`src/rtl/exec_alu_unit.sv`:
```
// exec_alu_unit: execute-stage ALU with op decode, M-extension, iterative divide and valid/ready output register
module exec_alu_unit #(
    parameter int XLEN = 32,
    parameter bit HAS_M = 1'b1,
    localparam int SHW = $clog2(XLEN)
) (
    input  logic            clk,
    input  logic            rst,
    input  logic            flush,
    input  logic            in_valid,
    output logic            in_ready,
    input  logic [1:0]      alu_ctrl_op,
    input  logic [2:0]      funct3,
    input  logic [6:0]      funct7,
    input  logic            itype,
    input  logic [XLEN-1:0] op_a,
    input  logic [XLEN-1:0] op_b,
    output logic            out_valid,
    input  logic            out_ready,
    output logic [XLEN-1:0] result,
    output logic            branch_taken,
    output logic            illegal,
    output logic            busy
);
    localparam int CW = $clog2(XLEN + 1);
    localparam logic [XLEN-1:0] MIN_NEG = {1'b1, {(XLEN-1){1'b0}}};
    typedef enum logic {IDLE, DIV} state_t;
    state_t state_q, state_d;
    logic out_valid_q, out_valid_d, branch_taken_q, branch_taken_d, illegal_q, illegal_d;
    logic [XLEN-1:0] result_q, result_d, quo_q, quo_d, rem_q, rem_d, dvs_q, dvs_d;
    logic [CW-1:0] cnt_q, cnt_d;
    logic qneg_q, qneg_d, rneg_q, rneg_d, is_rem_q, is_rem_d;
    logic accept, div_c, brt_c, ill_c, a_sgn, b_sgn, d_sgn, dz, ovf, m_sel;
    logic [XLEN-1:0] res_c, a_mag, b_mag, fin;
    logic [3:0] op4;
    logic [SHW-1:0] shamt;
    logic [2*XLEN-1:0] a_ext, b_ext, prod;
    logic [XLEN:0] rem_sh, diff;

    assign accept = in_valid && in_ready;
    assign shamt = op_b[SHW-1:0];
    assign op4 = {(itype && funct3 != 3'b101) ? 1'b0 : funct7[5], funct3};
    assign m_sel = alu_ctrl_op == 2'b01 && !itype && funct7 == 7'b0000001;
    assign d_sgn = !funct3[0];
    assign a_sgn = op_a[XLEN-1] && (funct3[2] ? d_sgn : funct3[1:0] != 2'b11);
    assign b_sgn = op_b[XLEN-1] && (funct3[2] ? d_sgn : !funct3[1]);
    assign a_ext = {{XLEN{a_sgn}}, op_a};
    assign b_ext = {{XLEN{b_sgn}}, op_b};
    assign prod = a_ext * b_ext;
    assign a_mag = a_sgn ? -op_a : op_a;
    assign b_mag = b_sgn ? -op_b : op_b;
    assign dz = op_b == '0;
    assign ovf = d_sgn && op_a == MIN_NEG && op_b == '1;
    assign rem_sh = {rem_q, quo_q[XLEN-1]};
    assign diff = rem_sh - {1'b0, dvs_q};
    assign fin = is_rem_q ? (rneg_q ? -rem_q : rem_q) : (qneg_q ? -quo_q : quo_q);

    // Decode the request and compute every single-cycle result; divides that need iteration raise div_c
    always_comb begin
        res_c = '0;
        brt_c = 1'b0;
        ill_c = 1'b0;
        div_c = 1'b0;
        case (alu_ctrl_op)
            2'b00: res_c = op_a + op_b;
            2'b01:
                if (m_sel) begin
                    if (!HAS_M) ill_c = 1'b1;
                    else if (!funct3[2]) res_c = funct3[1:0] == 2'b00 ? prod[XLEN-1:0] : prod[2*XLEN-1:XLEN];
                    else if (dz) res_c = funct3[1] ? op_a : '1;
                    else if (ovf) res_c = funct3[1] ? '0 : op_a;
                    else div_c = 1'b1;
                end else
                    case (op4)
                        4'd0: res_c = op_a + op_b;
                        4'd8: res_c = op_a - op_b;
                        4'd1: res_c = op_a << shamt;
                        4'd2: res_c = {{(XLEN-1){1'b0}}, $signed(op_a) < $signed(op_b)};
                        4'd3: res_c = {{(XLEN-1){1'b0}}, op_a < op_b};
                        4'd4: res_c = op_a ^ op_b;
                        4'd5: res_c = op_a >> shamt;
                        4'd13: res_c = $signed(op_a) >>> shamt;
                        4'd6: res_c = op_a | op_b;
                        4'd7: res_c = op_a & op_b;
                        default: ill_c = 1'b1;
                    endcase
            2'b10: begin
                ill_c = funct3[2:1] == 2'b01;
                brt_c = !ill_c && (funct3[0] ^ (funct3[2] ? (funct3[1] ? op_a < op_b : $signed(op_a) < $signed(op_b)) : op_a == op_b));
                res_c = {{(XLEN-1){1'b0}}, brt_c};
            end
            default: ill_c = 1'b1;
        endcase
    end

    // Output register and restoring-divide datapath next values
    always_comb begin
        out_valid_d = out_valid_q && !out_ready && !flush;
        result_d = result_q;
        branch_taken_d = branch_taken_q;
        illegal_d = illegal_q;
        quo_d = quo_q;
        rem_d = rem_q;
        dvs_d = dvs_q;
        cnt_d = cnt_q;
        qneg_d = qneg_q;
        rneg_d = rneg_q;
        is_rem_d = is_rem_q;
        if (accept && !div_c) begin
            out_valid_d = 1'b1;
            result_d = res_c;
            branch_taken_d = brt_c;
            illegal_d = ill_c;
        end
        if (accept && div_c) begin
            quo_d = a_mag;
            rem_d = '0;
            dvs_d = b_mag;
            cnt_d = CW'(XLEN);
            qneg_d = a_sgn ^ b_sgn;
            rneg_d = a_sgn;
            is_rem_d = funct3[1];
        end
        if (state_q == DIV && !flush) begin
            if (cnt_q != '0) begin
                cnt_d = cnt_q - CW'(1);
                quo_d = {quo_q[XLEN-2:0], !diff[XLEN]};
                rem_d = diff[XLEN] ? rem_sh[XLEN-1:0] : diff[XLEN-1:0];
            end else begin
                out_valid_d = 1'b1;
                result_d = fin;
                branch_taken_d = 1'b0;
                illegal_d = 1'b0;
            end
        end
    end

    // Next state: enter DIV on an accepted iterative divide, leave when the count is exhausted or on flush
    always_comb begin
        state_d = flush ? IDLE : state_q == IDLE ? ((accept && div_c) ? DIV : IDLE) : (cnt_q == '0 ? IDLE : DIV);
    end

    // Handshake and status outputs
    always_comb begin
        in_ready = state_q == IDLE && (!out_valid_q || out_ready) && !flush;
        busy = state_q == DIV;
    end

    assign out_valid = out_valid_q;
    assign result = result_q;
    assign branch_taken = branch_taken_q;
    assign illegal = illegal_q;

    // State and datapath registers
    always_ff @(posedge clk) begin
        if (rst) begin
            state_q <= IDLE;
            out_valid_q <= 1'b0;
            result_q <= '0;
            branch_taken_q <= 1'b0;
            illegal_q <= 1'b0;
            quo_q <= '0;
            rem_q <= '0;
            dvs_q <= '0;
            cnt_q <= '0;
            qneg_q <= 1'b0;
            rneg_q <= 1'b0;
            is_rem_q <= 1'b0;
        end else begin
            state_q <= state_d;
            out_valid_q <= out_valid_d;
            result_q <= result_d;
            branch_taken_q <= branch_taken_d;
            illegal_q <= illegal_d;
            quo_q <= quo_d;
            rem_q <= rem_d;
            dvs_q <= dvs_d;
            cnt_q <= cnt_d;
            qneg_q <= qneg_d;
            rneg_q <= rneg_d;
            is_rem_q <= is_rem_d;
        end
    end
endmodule

```
`config.mk`:
```
export PLATFORM = sky130hd
export DESIGN_NAME = exec_alu_unit
export DESIGN_NICKNAME = d
export VERILOG_FILES = /design/src/rtl/exec_alu_unit.sv
export SDC_FILE = /design/constraint.sdc
export NUM_CORES = 2
export LEC_CHECK = 0
export CORE_AREA = 2 2 314 316
export DETAILED_ROUTE_END_ITERATION = 6
export DIE_AREA = 0 0 316 318
export PLACE_DENSITY = 0.78
export SETUP_SLACK_MARGIN = 0.15
export SYNTH_ARGS = -nofsm -noshare
export SYNTH_HDL_FRONTEND = slang
export SYNTH_SLANG_ARGS = --single-unit
```
`constraint.sdc`:
```
create_clock -name clk -period 10.05 [get_ports clk]
set_input_delay 1.5075 -clock clk [delete_from_list [all_inputs] [get_ports clk]]
set_output_delay 1.5075 -clock clk [all_outputs]
set_load 0.01 [all_outputs]
```
After elaboration in Yosys (flattened, before gate mapping)
Index checks and enable logic that the tools add are counted.
{"block": "op_classes", "addsub": 8, "n_mul": 1, "n_lt_le_gt_ge": 2, "n_eq_ne": 18, "shifts": 3, "mux": 53, "n_bitwise": 6, "n_reduce_logical": 34}
{"operator": "$mux 32", "count": 22}
{"operator": "$pmux 32 s10", "count": 1}
{"operator": "$neg 32->32", "count": 4}
{"operator": "$pmux 32 s3", "count": 1}
{"operator": "$eq 32x32->1 const B", "count": 2}
{"operator": "$lt 32x32->1", "count": 2}
{"operator": "$mul 33x33->64", "count": 1}
{"operator": "$sub 33x32->33", "count": 1}
{"operator": "$add 32x32->32", "count": 1}
{"operator": "$and 32x32->32", "count": 1}
{"operator": "$eq 32x32->1", "count": 1}
{"operator": "$logic_not 32->1", "count": 1}
{"operator": "$or 32x32->32", "count": 1}
{"operator": "$shl 32x5->32", "count": 1}
{"operator": "$shr 32x5->32", "count": 1}
{"operator": "$sshr 32x5->32", "count": 1}
{"operator": "$sub 32x32->32", "count": 1}
{"operator": "$xor 32x32->32", "count": 1}
{"operator": "$mux 1", "count": 25}
{"operator": "$mux 6", "count": 3}
{"operator": "$eq 4x3->1 const B", "count": 4}
{"operator": "$logic_and 1x1->1", "count": 16}
{"operator": "$reduce_or 10->1", "count": 1}
{"operator": "$logic_not 1->1", "count": 9}
{"operator": "18 further kinds", "count": 23}
{"block": "totals", "regBits": 141, "in_bits": 82, "out_inout_bits": 37, "wordCells": 137}

Depth between registers and ports, before layout
{"block": "depth", "ltp_word": 13, "mapped_depth": 34, "mapped_depth_nobuf": 31}

Least setup slack after synthesis
No wires, ideal clock.
{"block": "synth_timing", "kind": "input to register", "startpoint": "input op_b[2]", "endpoint": "register result_q[30] (netlist: result[30])", "setup_ps": 120, "t_arrival_ps": 10455, "t_required_ps": 9930, "setup_slack_ps": -524, "cell_stages": 32, "n_path_buf": 6, "path_cell_list": "clkbuf_1 > inv_1 > buf_1 > buf_1 > clkbuf_1 > buf_1 > nor2_1 > fa_1 > inv_1 > fa_1 > inv_1 > fa_1 > inv_1 > fa_1 > inv_1 > fa_1 > fa_1 > fa_1 > inv_1 > fa_1 > inv_1 > ha_1 > clkbuf_1 > nand2_1 > o21ai_0 > a21o_1 > o21ai_0 > and3_1 > or3_1 > nor3_1 > a2111oi_0 > o31a_1"}
{"block": "synth_between", "elab_chain_cells": 12, "word_cells_on_any_way": 26, "classes_between": "add/sub: 2; mul: 1; eq/ne: 1; shift: 3; mux: 15; reduce/logical: 4"}
{"element": "start, declared", "line_no": "17", "source": "input logic [XLEN-1:0] op_b,"}
{"element": "parallel branches: the longest is 9 deep, another holds $mul 33x33->64"}
{"element": "$mux 32 (*)", "line_no": "109", "source": "if (accept && !div_c) begin"}
{"element": "$mux 32", "line_no": "125", "source": "if (cnt_q != '0) begin"}
{"element": "$mux 32 (*)", "line_no": "124", "source": "if (state_q == DIV && !flush) begin"}
{"element": "end signal, assigned", "line_no": "172", "source": "result_q <= result_d;"}
{"element": "end, declared", "line_no": "30", "source": "logic [XLEN-1:0] result_q, result_d, quo_q, quo_d, rem_q, rem_d, dvs_q, dvs_d;"}
Every way passes the cells marked *.
A chain may end at the register's enable or synchronous reset.

Worst setup path in the final report
{"block": "layout_timing", "startpoint": "input funct3[1]", "endpoint": "register result_q[19] (netlist: result[19])"}
{"block": "layout_between", "elab_chain_cells": 11, "word_cells_on_any_way": 33, "classes_between": "mul: 1; eq/ne: 11; mux: 15; reduce/logical: 6"}
{"element": "start, declared", "line_no": "13", "source": "input logic [2:0] funct3,"}
{"element": "$ne 2x2->1 or $logic_not 1->1 (tied branches)", "line_no": "45, 46"}
{"element": "$mux 1, on equally long branches", "line_no": "45, 46"}
{"element": "$logic_and 1x1->1, on equally long branches", "line_no": "45, 46"}
{"element": "$mul 33x33->64", "line_no": "49", "source": "assign prod = a_ext * b_ext;"}
{"element": "$mux 32 (2 in series)", "line_no": "69", "source": "else if (!funct3[2]) res_c = funct3[1:0] == 2'b00 ? prod[XLEN-1:0] : prod[2*XLEN-1:XLEN];"}
{"element": "$mux 32 (*)", "line_no": "67", "source": "if (m_sel) begin"}
{"element": "$pmux 32 s3 (*)", "line_no": "64", "source": "case (alu_ctrl_op)"}
{"element": "$mux 32 (*)", "line_no": "109"}
{"element": "$mux 32", "line_no": "125"}
{"element": "$mux 32 (*)", "line_no": "124"}
Mark *: on every way between the ends. The rest lies on a longest branch, timed or not.

==> results.yml <==
floorplanning:
  core_area_sq_mm: 0.0974
  fp.dieW_um: 316
  start_util_pct: 59.3
  io-pin-count: 119
  dieHeight_um: 318
  row_count: 115
  die-area_sq_mm: 0.100
grt:
  track_usage_pct: 53.1
  antenna_found_initial: 15
  gr-total-overflow: 0
  grt_pass1_wl_um: 386000
  grt_max_degree: 77
  grt_pass1_vias: 58500
worst_setup_path:
  worst_path_max_delay_cell: "fa_1"
  worstSetupPathType: "input port to flop"
  cp_max_fo: 14
  cpMostUsedCell: "fa_1"
  start_kind: "input port"
  critPathBufInv: 8
  cp.arrival_ps: 10100
  max_stage_delay_ps: 570
  worstPathRequired_ps: 10400
  crit_family: "adder cells"
  end_kind: "flop"
layout:
  syn_to_final_growth_pct: 10.8
  drive_above_1_share_pct: 10.5
  layout.nets: 8982
  multi_input_area_sq_mm: 0.0481
  regArea_sq_mm: 0.00282
  utilization_pct: 65.7
  num-fill-cells: 8193
drt:
  wl_per_cell_um: 30.3
  finalWirelength_um: 265000
  ant_nets: 0
  drtIter0Drc: 8035
  viasPerCell: 6.54
  route.detailed.drc: 0
  dr.pass1.iters: 7
  vias: 57100
sta:
  min_period_ps: 9760
  finalCritPeriodShare_pct: 97.1
  tightest_slew_ps: 1300
  slew_headroom_pct: 13.5
  grt_setup_unrepaired: "true"
  fin_skew_ps: 12.1
  fmax_mhz: 102
  slew_violations: 0
  hold_violations: 0
  setup_viol: 0
cts:
  postCtsSetupRepairBufs: 0
  clk_latency_ps: 460
  path_clk_slew_ps: 70
  cts_buffers: 17
  clock-sinks: 141
  cts_tree: "yes"
  max-clock-path-buffers: 2
  h-tree-depth: 4
  cts-root-buf: "clkbuf_16"
yosys:
  yosysMostFrequentCell: "inv_1"
  yosys.area.top_type: "fa_1"
  synth_area_sq_mm: 0.0577
  avgSynthCellArea_sq_um: 8.03
  syn_nets: 8745
  synth_top_cell_area_share_pct: 39.1
  synth_top_flop_cell: "dfxtp_1"
  ys_ff_latch: 141
  yosysSeqAreaShare_pct: 4.89
  synthArstFlopShare_pct: 0
  synth_warnings: 0
  synth_area_leaders: "fa_1 39%, inv_1 8.7%, ha_1 7.5%, nand2_1 7.1%, dfxtp_1 4.9%"
  synth.distinct_cells: 84
  synth_edf_count: 0
  yosys-top-cells-count: "1,339 x inv_1, 1,128 x fa_1, 1,096 x nand2_1, 610 x nor2_1, 356 x a21oi_1"
  synthesis.instances: 7188
worst_hold_path:
  hold_path.class: "flop to flop"
place:
  io_buffers: 118
  hpwl_um: 212000
  place_congestion: 1.17
flow_run:
  maxCapViolCount: 0
outcome:
  status: "finished, final reports clean"
cell type report:
class,instances,area share (%)
Multi-Input combinational cell,5211,75.2
Timing Repair Buffer,688,8.80
Inverter,1366,8.03
Sequential cell,141,4.42
Tap cell,1287,2.52
Clock buffer,19,0.693
Clock inverter,13,0.278
Antenna cell,10,0.0391
worst min-delay path: cells and delay by family, from the launching register on:
kind / cells / cell delay (ps)
and+or+nand+nor: 1 / 50
DFF: 1 / 310
AOI/OAI and AO/OA: 1 / 50
per-layer routing:
metal | wire length (um) | global-route usage [%] | share of wire [%]
met3 | 42300 | 20.2 | 16
met4 | 27100 | 41.1 | 10
met5 | 74 | 0 | 0.028
met1 | 89700 | 66.1 | 34
met2 | 105000 | 74.1 | 40
sequential cells by signal, indices dropped and copies added (netlist names), 6 cells and up:
name,flops
quo_q,32
rem_q,32
dvs_q,32
result,32
cnt_q,6
metrics by stage:
| stage | TNS, ps | hold slack (ps) | area [sq um] | setup slack (ps) | cells |
|---|---|---|---|---|---|
| finish | 0 | 456 | 64000 | 292 | 8735 |
| global route | 0 | 481 | 63900 | 66.2 | 8727 |
| CTS | 0 | 458 | 63900 | 316 | 8725 |
| detailed placement | -230 | 449 | 63300 | -97.0 | 8693 |
| global placement | -2.73 | 443 | 63300 | -2.73 | 8693 |
| floorplan | 0 | 432 | 57800 | 146 | 7188 |
path summary, 6_finish.rpt:
check | startpoint | end | slack (ps) | cells after the start
hold / removal | dvs_q[31] | dvs_q[31] | 460 | 2
setup reg to reg | rem_q[7] | rem_q[7] | 5170 | 11
hold reg to reg | dvs_q[31] | dvs_q[31] | 460 | 2
setup / recovery | funct3[1] | result[19] | 290 | 30
cell families after synthesis:
kind of cell | Yosys count | synth area share, %
DFF | 141 | 4.89
adders and majority gates | 1475 | 46.6
AOI/OAI and AO/OA | 1219 | 13.7
xor gates and xnor gates | 249 | 3.85
muxes | 123 | 3.29
buffers and inverters | 1836 | 12.0
and+or+nand+nor | 2145 | 15.7
timing repair:
| action | in CTS | in global routing |
|---|---|---|
| resized for setup | 0 | 14 |
| hold endpoints to repair | 0 | 0 |
| endpoints found under the setup margin | 0 | 16 |
| hold buffers | 0 | 0 |
layout by cell type (no fill, tap or decap), drive strengths merged, types with 21 or more instances in the layout:
cell type / synthesis / layout
nand2b: 30 / 30
o221ai: 22 / 22
o21ai: 259 / 259
and2: 22 / 22
nand3: 72 / 72
nand2: 1096 / 1096
dfxtp: 141 / 141
o211ai: 66 / 66
mux4: 52 / 52
a221oi: 40 / 40
nor2b: 21 / 21
a21oi: 356 / 356
clkdlybuf4s50: 0 / 72
mux2i: 57 / 57
or3: 29 / 29
o31ai: 61 / 61
buf: 132 / 615
ha: 347 / 347
a211oi: 70 / 70
and3: 21 / 21
inv: 1348 / 1352
nor4: 35 / 35
xor2: 65 / 65
o21bai: 31 / 31
or4: 23 / 23
nand4: 47 / 47
o41ai: 25 / 25
a21o: 45 / 45
a31oi: 41 / 41
xnor2: 181 / 181
nor3: 105 / 105
nor2: 610 / 610
o21a: 22 / 22
fa: 1128 / 1128
Power is not shown: default switching activity piles up to over one toggle a cycle in this logic, so the estimate is an artifact.
